### config.mk
export PLATFORM = sky130hd
export DESIGN_NAME = divider_arbiter
export DESIGN_NICKNAME = d
export VERILOG_FILES = /design/src/rtl/divider_arbiter.sv
export SDC_FILE = /design/constraint.sdc
export NUM_CORES = 1
export LEC_CHECK = 0
export ABC_AREA = 1
export BUFFER_PORTS_ARGS = -buffer_cell sky130_fd_sc_hd__buf_2
export CORE_MARGIN = 4
export CORE_UTILIZATION = 40
export CTS_CLUSTER_DIAMETER = 60
export DETAILED_ROUTE_END_ITERATION = 8
export GPL_TIMING_DRIVEN = 0
export PLACE_DENSITY = 0.74
export SLEW_MARGIN = 0
export SYNTH_ARGS = -nofsm -noshare
export SYNTH_HDL_FRONTEND = slang
export SYNTH_SLANG_ARGS = --single-unit
### constraint.sdc
create_clock -name clk -period 3.3 [get_ports clk]
set_clock_uncertainty 0.05 [all_clocks]
set_input_delay 0.495 -clock clk [delete_from_list [all_inputs] [get_ports clk]]
set_output_delay 0.495 -clock clk [all_outputs]
set_load 0.005 [all_outputs]
### src/rtl/divider_arbiter.sv
// Round-robin front end sharing one sequential divider among NREQ requesters.
// Ports: req_* in/ready, rsp_* out/ready, div_* to the shared divider, busy.
module divider_arbiter #(
  parameter int NREQ    = 4,
  parameter int W       = 4,
  parameter int TIMEOUT = 16,
  localparam int IDW    = $clog2(NREQ)
) (
  input  logic              clk,
  input  logic              rst,
  input  logic [NREQ-1:0]   req_valid,
  output logic [NREQ-1:0]   req_ready,
  input  logic [NREQ*W-1:0] req_dividend,
  input  logic [NREQ*W-1:0] req_divisor,
  output logic              rsp_valid,
  input  logic              rsp_ready,
  output logic [IDW-1:0]    rsp_id,
  output logic [W-1:0]      rsp_quotient,
  output logic [W-1:0]      rsp_remainder,
  output logic              rsp_dbz,
  output logic              rsp_err,
  output logic              div_start,
  output logic [W-1:0]      div_dividend,
  output logic [W-1:0]      div_divisor,
  input  logic              div_done,
  input  logic [W-1:0]      div_quotient,
  input  logic [W-1:0]      div_remainder,
  output logic              busy
);

  localparam int CW = $clog2(TIMEOUT + 1);
  // Leaving WAIT when the count is TIMEOUT-2 means the
  // counter reaches TIMEOUT-1 on the same edge.
  localparam logic [CW-1:0] TLAST = CW'(TIMEOUT - 2);

  typedef enum logic [1:0] {
    S_IDLE,
    S_ISSUE,
    S_WAIT,
    S_RESP
  } state_t;

  state_t          state;
  state_t          state_nxt;
  logic [IDW-1:0]  ptr;
  logic [CW-1:0]   cnt;
  logic            gnt_found;
  logic [IDW-1:0]  gnt_id;
  logic [W-1:0]    sel_a;
  logic [W-1:0]    sel_b;
  logic [IDW:0]    scan;
  logic            done_ok;
  logic [IDW-1:0]  ptr_nxt;

  // Rotating priority search starting at ptr.
  always_comb begin
    gnt_found = 1'b0;
    gnt_id    = '0;
    scan      = '0;
    for (int k = 0; k < NREQ; k++) begin
      scan = {1'b0, ptr} + (IDW+1)'(k);
      if (scan >= (IDW+1)'(NREQ))
        scan = scan - (IDW+1)'(NREQ);
      if (!gnt_found && req_valid[scan[IDW-1:0]]) begin
        gnt_found = 1'b1;
        gnt_id    = scan[IDW-1:0];
      end
    end
  end

  always_comb begin
    sel_a = '0;
    sel_b = '0;
    for (int i = 0; i < NREQ; i++) begin
      if (gnt_id == IDW'(i)) begin
        sel_a = req_dividend[i*W +: W];
        sel_b = req_divisor[i*W +: W];
      end
    end
  end

  // The first WAIT cycle may still see done from the previous op.
  assign done_ok = (cnt != '0) && div_done;

  assign ptr_nxt = (rsp_id == IDW'(NREQ - 1)) ?
                   '0 : rsp_id + IDW'(1);

  always_ff @(posedge clk or posedge rst) begin
    if (rst) state <= S_IDLE;
    else     state <= state_nxt;
  end

  always_comb begin
    state_nxt = state;
    case (state)
      S_IDLE: begin
        if (gnt_found)
          state_nxt = (sel_b == '0) ? S_RESP : S_ISSUE;
      end
      S_ISSUE: state_nxt = S_WAIT;
      S_WAIT: begin
        if (done_ok || cnt == TLAST)
          state_nxt = S_RESP;
      end
      S_RESP: begin
        if (rsp_ready) state_nxt = S_IDLE;
      end
      default: state_nxt = S_IDLE;
    endcase
  end

  always_comb begin
    req_ready = '0;
    div_start = 1'b0;
    rsp_valid = 1'b0;
    busy      = (state != S_IDLE);
    case (state)
      S_IDLE: begin
        for (int i = 0; i < NREQ; i++)
          req_ready[i] = gnt_found && (gnt_id == IDW'(i));
      end
      S_ISSUE: div_start = 1'b1;
      S_RESP:  rsp_valid = 1'b1;
      default: ;
    endcase
  end

  always_ff @(posedge clk or posedge rst) begin
    if (rst) begin
      ptr           <= '0;
      cnt           <= '0;
      div_dividend  <= '0;
      div_divisor   <= '0;
      rsp_id        <= '0;
      rsp_quotient  <= '0;
      rsp_remainder <= '0;
      rsp_dbz       <= 1'b0;
      rsp_err       <= 1'b0;
    end else begin
      case (state)
        S_IDLE: begin
          if (gnt_found) begin
            div_dividend <= sel_a;
            div_divisor  <= sel_b;
            rsp_id       <= gnt_id;
            rsp_err      <= 1'b0;
            if (sel_b == '0) begin
              rsp_quotient  <= '1;
              rsp_remainder <= sel_a;
              rsp_dbz       <= 1'b1;
            end else begin
              rsp_quotient  <= '0;
              rsp_remainder <= '0;
              rsp_dbz       <= 1'b0;
            end
          end
        end
        S_ISSUE: cnt <= '0;
        S_WAIT: begin
          cnt <= cnt + CW'(1);
          if (done_ok) begin
            rsp_quotient  <= div_quotient;
            rsp_remainder <= div_remainder;
          end else if (cnt == TLAST) begin
            rsp_quotient  <= '0;
            rsp_remainder <= '0;
            rsp_err       <= 1'b1;
          end
        end
        S_RESP: begin
          if (rsp_ready) ptr <= ptr_nxt;
        end
        default: ;
      endcase
    end
  end

endmodule

### After elaboration in Yosys (flattened, before gate mapping)

Cells that the tools add are included.

| storage, ports and cells | value |
|---|---|
| flip-flop bits (word level) | 29 |
| input bits | 48 |
| output and inout bits | 27 |
| word-level logic and storage cells | 117 |

| operators by class | value |
|---|---|
| add/subtract/negate cells | 9 |
| $lt $le $gt $ge | 8 |
| equality and inequality tests | 14 |
| mux-type cells | 52 |
| reduce and logical (&&, ||, !) cells | 24 |

Operators with widths:

| operator | number |
|---|---|
| $mux W4 | 16 |
| $mux W2 | 13 |
| $pmux W4 S2 | 2 |
| $mux W1 | 14 |
| $lt A2 B3 Y1 const B | 4 |
| $eq A2 B2 Y1 const B | 5 |
| $ne A2 B2 Y1 const B | 5 |
| $pmux W5 S2 | 1 |
| $ge A3 B3 Y1 const B | 3 |
| $bmux W1 S2 | 4 |
| $logic_and A1 B1 Y1 | 8 |
| $pmux W2 S4 | 1 |
| $sub A2 B1 Y2 const B | 4 |
| $add A2 B2 Y3 const B | 2 |
| $reduce_and A3 Y1 | 2 |
| $reduce_bool A2 Y1 | 3 |
| $add A5 B1 Y5 const B | 1 |
| $eq A5 B4 Y1 const B | 1 |
| $reduce_bool A5 Y1 | 1 |
| $eq A2 B1 Y1 const B | 2 |
| $logic_not A2 Y1 | 2 |
| $logic_not A4 Y1 | 1 |
| $reduce_and A2 Y1 | 2 |
| $reduce_and A4 Y1 | 1 |
| 7 further kinds | 9 |

### Logic depth before layout (Yosys ltp)

Gate-level depths: netlist of the first run.

| depth | value |
|---|---|
| depth after elaboration | 23 |
| mapped depth | 19 |
| gate-level depth less buffers | 19 |

### Worst setup path before layout of the first run

Ideal clock, no wire load.

| timing | value |
|---|---|
| path kind | reg-to-output |
| from | register ptr[0] |
| to | output port req_ready[3] |
| arrival | 1.642 ns |
| required time | 2.755 ns |
| setup slack | 1.113 ns |
| cell stages (with the launch flop) | 15 |
| path buffers | 2 |
| path through | dfrtp_1 > buf_6 > nand2_1 > nand2_1 > nand2_1 > nand2_2 > nor2_4 > nand2_1 > nor2_1 > inv_1 > nand2_1 > inv_1 > clkbuf_1 > nand2_1 > nor2_1 |

| between the ends | value |
|---|---|
| longest elaborated chain between the ends | 17 |
| elaborated cells on any way between the ends | 40 |
| classes of those cells | add/sub (7); order compare (4); eq/ne (1); mux (21); reduce/logical (7) |

Ends and longest elaborated chain:

| what | line | RTL |
|---|---|---|
| start, declared | 45 | `logic [IDW-1:0] ptr;` |
| start signal, assigned | 171 | `if (rsp_ready) ptr <= ptr_nxt;` |
| parallel branches: the longest is 15 deep, another holds $add A2 B1 Y3 | - |  |
| $logic_and A1 B1 Y1 (*) | 120 | `req_ready[i] = gnt_found && (gnt_id == IDW'(i));` |
| $mux W4 (*) | 117 | `case (state)` |
| end, declared | 12 | `output logic [NREQ-1:0] req_ready,` |

Mark *: on every way between the ends. The select of a mux whose other input is x is not followed.

### Final worst setup path of the first run

| timing | value |
|---|---|
| from | register ptr[0] |
| to | output port req_ready[1] |

| between the ends | value |
|---|---|
| longest elaborated chain between the ends | 17 |
| elaborated cells on any way between the ends | 40 |
| classes of those cells | add/sub (7); order compare (4); eq/ne (1); mux (21); reduce/logical (7) |

Ends and longest elaborated chain:

| what | line |
|---|---|
| parallel branches: the longest is 15 deep, another holds $add A2 B1 Y3 | - |
| $logic_and A1 B1 Y1 (*) | 120 |
| $mux W4 (*) | 117 |

Marked as above.

==> results of run 1 <==
[area by class of cell]
| type | count | area (sq um) | area share, % |
|---|---|---|---|
| Buffer | 5 | 41.3 | 1.58 |
| Clock buffer | 7 | 86.3 | 3.30 |
| Clock inverter | 1 | 30.0 | 1.15 |
| Inverter | 30 | 113 | 4.31 |
| Multi-Input combinational cell | 216 | 1160 | 44.5 |
| Sequential cell | 29 | 726 | 27.8 |
| Tap cell | 67 | 83.8 | 3.21 |
| Timing Repair Buffer | 74 | 370 | 14.2 |
[layer usage]
layer / share of wire, % / vias up / global-route usage [%]
met5: 0 / - / 0
met4: 1.6 / 0 / 5.67
met3: 4.6 / 9 / 3.39
met2: 49 / 61 / 30.2
met1: 45 / 970 / 23.7
li1: - / 1072 / -
[layout by cell type (no fill, tap or decap), types with 2 or more instances in the layout]
| cell | count |
|---|---|
| a21oi_1 | 17 |
| a21oi_2 | 4 |
| a31oi_1 | 3 |
| buf_2 | 74 |
| buf_6 | 3 |
| clkbuf_1 | 3 |
| clkbuf_8 | 6 |
| dfrtp_1 | 29 |
| ha_1 | 8 |
| inv_1 | 26 |
| inv_2 | 4 |
| nand2_1 | 86 |
| nand2_2 | 10 |
| nand2_4 | 2 |
| nand3_1 | 17 |
| nand3_2 | 5 |
| nand4_1 | 11 |
| nand4_2 | 2 |
| nor2_1 | 27 |
| nor2_4 | 5 |
| nor3_1 | 4 |
| o21a_1 | 2 |
| o21ai_0 | 5 |
| o21ai_1 | 2 |
[stage by stage]
step                utilization [%]  hold WS, ns  setup WS (ns)
finish                         53.9        0.425          0.372
global route                   53.9        0.456          0.124
CTS                            53.9        0.435          0.359
detailed placement             51.5        0.410          0.616
global placement               51.5        0.411          0.612
floorplan                         -        0.422           1.11
[power by group]
part           leakage [nW]  internal [mW]  switching, mW  total, mW
Sequential            0.362          0.523          0.101      0.624
Combinational         0.981          0.768           1.41       2.18
Clock                0.0585          0.246          0.140      0.386
[synthesized netlist by cell type]
master / number / area (sq um)
nand2_2: 10 / 62.6
a21oi_2: 4 / 35.0
a21oi_1: 17 / 85.1
inv_1: 26 / 97.6
buf_6: 3 / 33.8
o2111ai_1: 1 / 8.76
dfrtp_1: 29 / 726
nor2_1: 27 / 101
nand2_4: 2 / 22.5
a31oi_1: 3 / 18.8
o21ai_0: 5 / 25.0
inv_2: 4 / 15.0
nand4_2: 2 / 25.0
nand2_1: 86 / 323
xor2_1: 1 / 8.76
nand3_2: 5 / 50.1
nor2_4: 5 / 56.3
o21ai_2: 1 / 8.76
ha_1: 8 / 100
o31ai_1: 1 / 7.51
nand3_4: 1 / 17.5
nand4_1: 11 / 68.8
nand3_1: 17 / 85.1
clkbuf_1: 2 / 7.51
nor3b_1: 1 / 7.51
o21ai_1: 2 / 10.0
nor3_1: 4 / 20.0
o21a_1: 2 / 15.0
[registers in the layout, summed over array words and instances, names as in the netlist]
signal         cells
cnt                5
div_dividend       4
div_divisor        4
rsp_quotient       4
rsp_remainder      4
ptr                2
rsp_id             2
state              2
rsp_dbz            1
rsp_err            1
[path summary, 6_finish.rpt]
| path | from | endpoint | cells past startpoint |
|---|---|---|---|
| setup reg to reg | ptr[0]$_DFFE_PP0P_ | rsp_remainder[3]$_DFFE_PP0P_ | 15 |
| hold / removal | rst | rsp_quotient[3]$_DFFE_PP0P_ | 2 |
| hold reg to reg | div_dividend[0]$_DFFE_PP0P_ | div_dividend[0]$_DFFE_PP0P_ | 2 |
| setup / recovery | ptr[0]$_DFFE_PP0P_ | req_ready[1] | 13 |
| min in group clk | div_dividend[0]$_DFFE_PP0P_ | div_dividend[0]$_DFFE_PP0P_ | 2 |
| max in group asynchronous | rst | cnt[4]$_DFFE_PP0P_ | 2 |
[logic make-up (layout without fill, tap and decap cells)]
family,after synthesis,in the layout,synth area share (%)
AOI/OAI and AO/OA,36,36,10.5
xor gates and xnor gates,1,1,0.429
adders and majority gates,8,8,4.90
buffers and inverters,35,117,7.54
DFF,29,29,35.5
and+or+nand+nor,171,171,41.1
==> flow_summary.yaml, run 1 <==
global_routing:
  track_usage_pct: 18.1
  grt_max_degree: 30
  grt_pass1_vias: 1982
  grt_pass1_wl_um: 8970
  antenna_found_initial: 0
  grt-ovfl-total: 0
critical_path:
  worstPathArrival_ns: 2.38
  cp.buffers_inverters: 4
  cp_slowest_stage_delay_ns: 0.42
  endpoint_kind: "output pin"
  critPathMaxFanout: 10
  cpMostUsedCell: "nand2_1"
  critical_path_class: "flip-flop to output pin"
  slowest_stage: "dfrtp_1"
  critPathTopFamily: "simple AND/OR/NAND/NOR gates"
  cp.required_ns: 2.75
  path_cells: "buf_6 -> nand2_1 -> nand2_1 -> nand2_1 -> nand2_2 -> nor2_4 -> nand2_1 -> nor2_1 -> inv_1 -> nand2_1 -> clkbuf_1 -> nor3_1 -> buf_2"
  worstSetupStartpointType: "flip-flop"
  reg2reg_slack_ns: 0.83
place:
  dp_cells: 421
  dp_hpwl_um: 4300
  placed_cell_area_sq_um: 2500
  port-buffer-count: 74
  gp_congestion: 0.849
cells_and_area:
  finalInstanceArea_sq_um: 2610
  stdcell_count: 429
  num-nets-final: 417
  drive_gt1_share_pct: 32.6
  num-fill-cells: 488
  area.growth.synth_to_final_pct: 27.9
  diodes: 0
timing:
  finalSetupViolCount: 0
  hold_viol_final: 0
  fmax_ghz: 0.342
  slew_viol_final: 0
  slew_headroom_pct: 27.3
  rsz0062_at_grt: "no"
  worst_slew_pin_slew_ns: 1.09
  period_minus_slack_ns: 2.93
  post-route-period-util_pct: 88.7
  fin_tns_setup_ns: 0
clock_network:
  cts.sinks: 29
  cts_tree: "yes"
  clock_latency_ns: 0.29
  cts_buffer_depth: 2
  clk_pin_slew_ns: 0.07
  cts_setup_buffers: 0
  root_buffer: "clkbuf_8"
  cts-htree-levels: 2
  cts_hold_buf: 0
  cts_resized: 0
  cts_made_buffers: 5
synthesis:
  ys_warn_count: 0
  synth.avg_cell_area_sq_um: 7.29
  synth_cell_types: 28
  syn_area_sq_um: 2040
  syn_nets: 336
  synthCells: 280
  seq_area_frac_synth_pct: 35.5
  ys_seq_elements: 29
drt:
  drt_iter0_markers: 81
  viasPerCell: 4.92
  wirelength_um: 5500
  wl_per_cell_um: 12.8
  drc: 0
  firstDrtPassIters: 4
  ant_nets: 0
  vias: 2112
power_and_ir_drop:
  leakagePower_nw: 1.40
  power_density_nw_per_um2: 1220
  irDropWorstVdd_v: 0.000670
  totalPowerFinal_mw: 3.19
die:
  core_area_sq_um: 4850
  rows: 25
  fp.dieH_um: 79.5
  start_util_pct: 42.1
  die-area_sq_um: 6310
  die_w_um: 79.5
  boundaryPins: 75
worst_hold_path:
  hold_class: "primary input to asynchronous set/reset pin"
run_status:
  status: "finished, final reports clean"
flow_run:
  drv_cap: 0
Power figures use the tool's default switching activity.
==> run 2, diff against run 1 <==
CORE_UTILIZATION = 53   (was 40)
PLACE_DENSITY = 0.92   (was 0.74)
==> run 2 against run 1 <==
- critical path depth is 2 higher
- final cell count is 4.4% lower
- core utilization is 16 points higher
- critical path type unchanged
==> flow_summary.yaml, run 2 (synthesized netlist as in run 1, its figures left out) <==
critical_path:
  worstPathArrival_ns: 2.47
  endpoint_kind: "output pin"
  critPathMaxFanout: 10
  cp.required_ns: 2.75
  worstSetupStartpointType: "flip-flop"
  critical_path_class: "flip-flop to output pin"
timing:
  fmax_ghz: 0.332
  period_minus_slack_ns: 3.01
  fin_ws_ns: 0.287
  post-route-period-util_pct: 91.3
  worst_slew_pin_slew_ns: 1.07
  rsz0062_at_grt: "no"
  fin_tns_setup_ns: 0
  hold_viol_final: 0
  slew_viol_final: 0
  finalSetupViolCount: 0
  slew_headroom_pct: 28.7
power_and_ir_drop:
  irDropWorstVdd_v: 0.000758
  power_density_nw_per_um2: 1220
  leakagePower_nw: 1.40
clock_network:
  root_buffer: "clkbuf_8"
  cts_tree: "yes"
  cts.sinks: 29
  cts_buffer_depth: 2
  cts_made_buffers: 5
  cts_setup_buffers: 0
  cts_hold_buf: 0
  clk_pin_slew_ns: 0.07
  cts-htree-levels: 2
  cts_resized: 0
  clock_latency_ns: 0.28
cells_and_area:
  num-fill-cells: 307
  num-nets-final: 417
  layout_common_cells: "86 x nand2_1, 74 x buf_2, 29 x dfrtp_1"
  largest_reg_flops: 5
  area.growth.synth_to_final_pct: 26.0
  drive_gt1_share_pct: 32.9
  final_util_pct: 69.8
  seq_area_sq_um: 726
  regMostFlops: "cnt"
  mostFrequentLayoutCell: "nand2_1"
  multiInputGateArea_sq_um: 1160
  diodes: 0
die:
  core_area_sq_um: 3690
  rows: 22
  die_w_um: 70.1
  fp.dieH_um: 70.1
  start_util_pct: 55.4
  die-area_sq_um: 4910
  boundaryPins: 75
drt:
  ant_nets: 0
  vias: 2188
  wirelength_um: 5470
  wl_per_cell_um: 13.3
  firstDrtPassIters: 5
  drc: 0
  drt_iter0_markers: 127
  viasPerCell: 5.34
flow_run:
  drv_cap: 0
place:
  dp_hpwl_um: 4250
  port-buffer-count: 74
  pre_cts_ws_ns: 0.621
  gp_congestion: 0.907
global_routing:
  track_usage_pct: 22.6
  grt_pass1_vias: 2024
  grt_max_degree: 30
  grt-ovfl-total: 0
  antenna_found_initial: 0
  grt_pass1_wl_um: 9040
run_status:
  status: "finished, final reports clean"
worst_hold_path:
  hold_class: "primary input to asynchronous set/reset pin"
run 2: cell types whose count changed in the layout (fill, tap and decap cells not counted):
cell       before  now
clkbuf_1        3    2
clkbuf_8        6    7
bufinv_16       1    0
clkinv_2        0    1
run 2: per-stage QoR:
step                instances  hold WS, ns  total power, mW  cell area, sq um
global route              410        0.442             3.44              2570
finish                    410        0.421             3.14              2570
floorplan                 280        0.422             2.24              2040
detailed placement        402        0.415             2.79              2470
CTS                       410        0.435             3.13              2570
global placement          402        0.410             2.72              2470
run 2: worst max-delay path: stages (launching register included):
cell and delay, ns:
dfrtp_1 0.41, buf_6 0.16, nand2_1 0.06, nand2_1 0.12, nand2_1 0.10, nand2_2 0.10
nor2_4 0.05, nand2_1 0.05, nor2_1 0.06, inv_1 0.06, nand2_1 0.11, inv_1 0.10
clkbuf_1 0.37, nand2_1 0.13, nor2_1 0.16, buf_2 0.14
run 2: worst paths after layout:
check | from | end | slack [ns] | cells past startpoint
worst max-delay path | ptr[0]$_DFFE_PP0P_ | req_ready[3] | 0.29 | 15
worst min-delay path | rst | rsp_remainder[2]$_DFFE_PP0P_ | 0.42 | 2
worst max register to register | ptr[0]$_DFFE_PP0P_ | state[1]$_DFFE_PP0P_ | 0.81 | 17
worst min register to register | div_dividend[3]$_DFFE_PP0P_ | div_dividend[3]$_DFFE_PP0P_ | 0.43 | 2
max in group asynchronous | rst | state[0]$_DFFE_PP0P_ | 2.13 | 2
min in group clk | div_dividend[3]$_DFFE_PP0P_ | div_dividend[3]$_DFFE_PP0P_ | 0.43 | 2
run 2: final cells by class:
cell class | instances | area share (%)
Clock buffer | 7 | 3.74
Tap cell | 48 | 2.33
Buffer | 5 | 1.60
Multi-Input combinational cell | 216 | 45.2
Timing Repair Buffer | 74 | 14.4
Clock inverter | 1 | 0.194
Sequential cell | 29 | 28.2
Inverter | 30 | 4.38
run 2: routing by layer:
metal	global-route usage (%)	wire length (um)	up-vias
met5	0	0	-
met4	6.38	89	0
met3	5.76	444	11
met2	37.0	2640	85
met1	29.4	2290	1020
li1	-	-	1072
run 2: where the power goes:
| part | leakage (nW) | switching, mW | total, mW | internal [mW] |
|---|---|---|---|---|
| Sequential | 0.362 | 0.102 | 0.625 | 0.523 |
| Combinational | 0.981 | 1.42 | 2.19 | 0.768 |
| Clock | 0.0542 | 0.137 | 0.325 | 0.188 |
| Total | 1.40 | 1.66 | 3.14 | 1.48 |
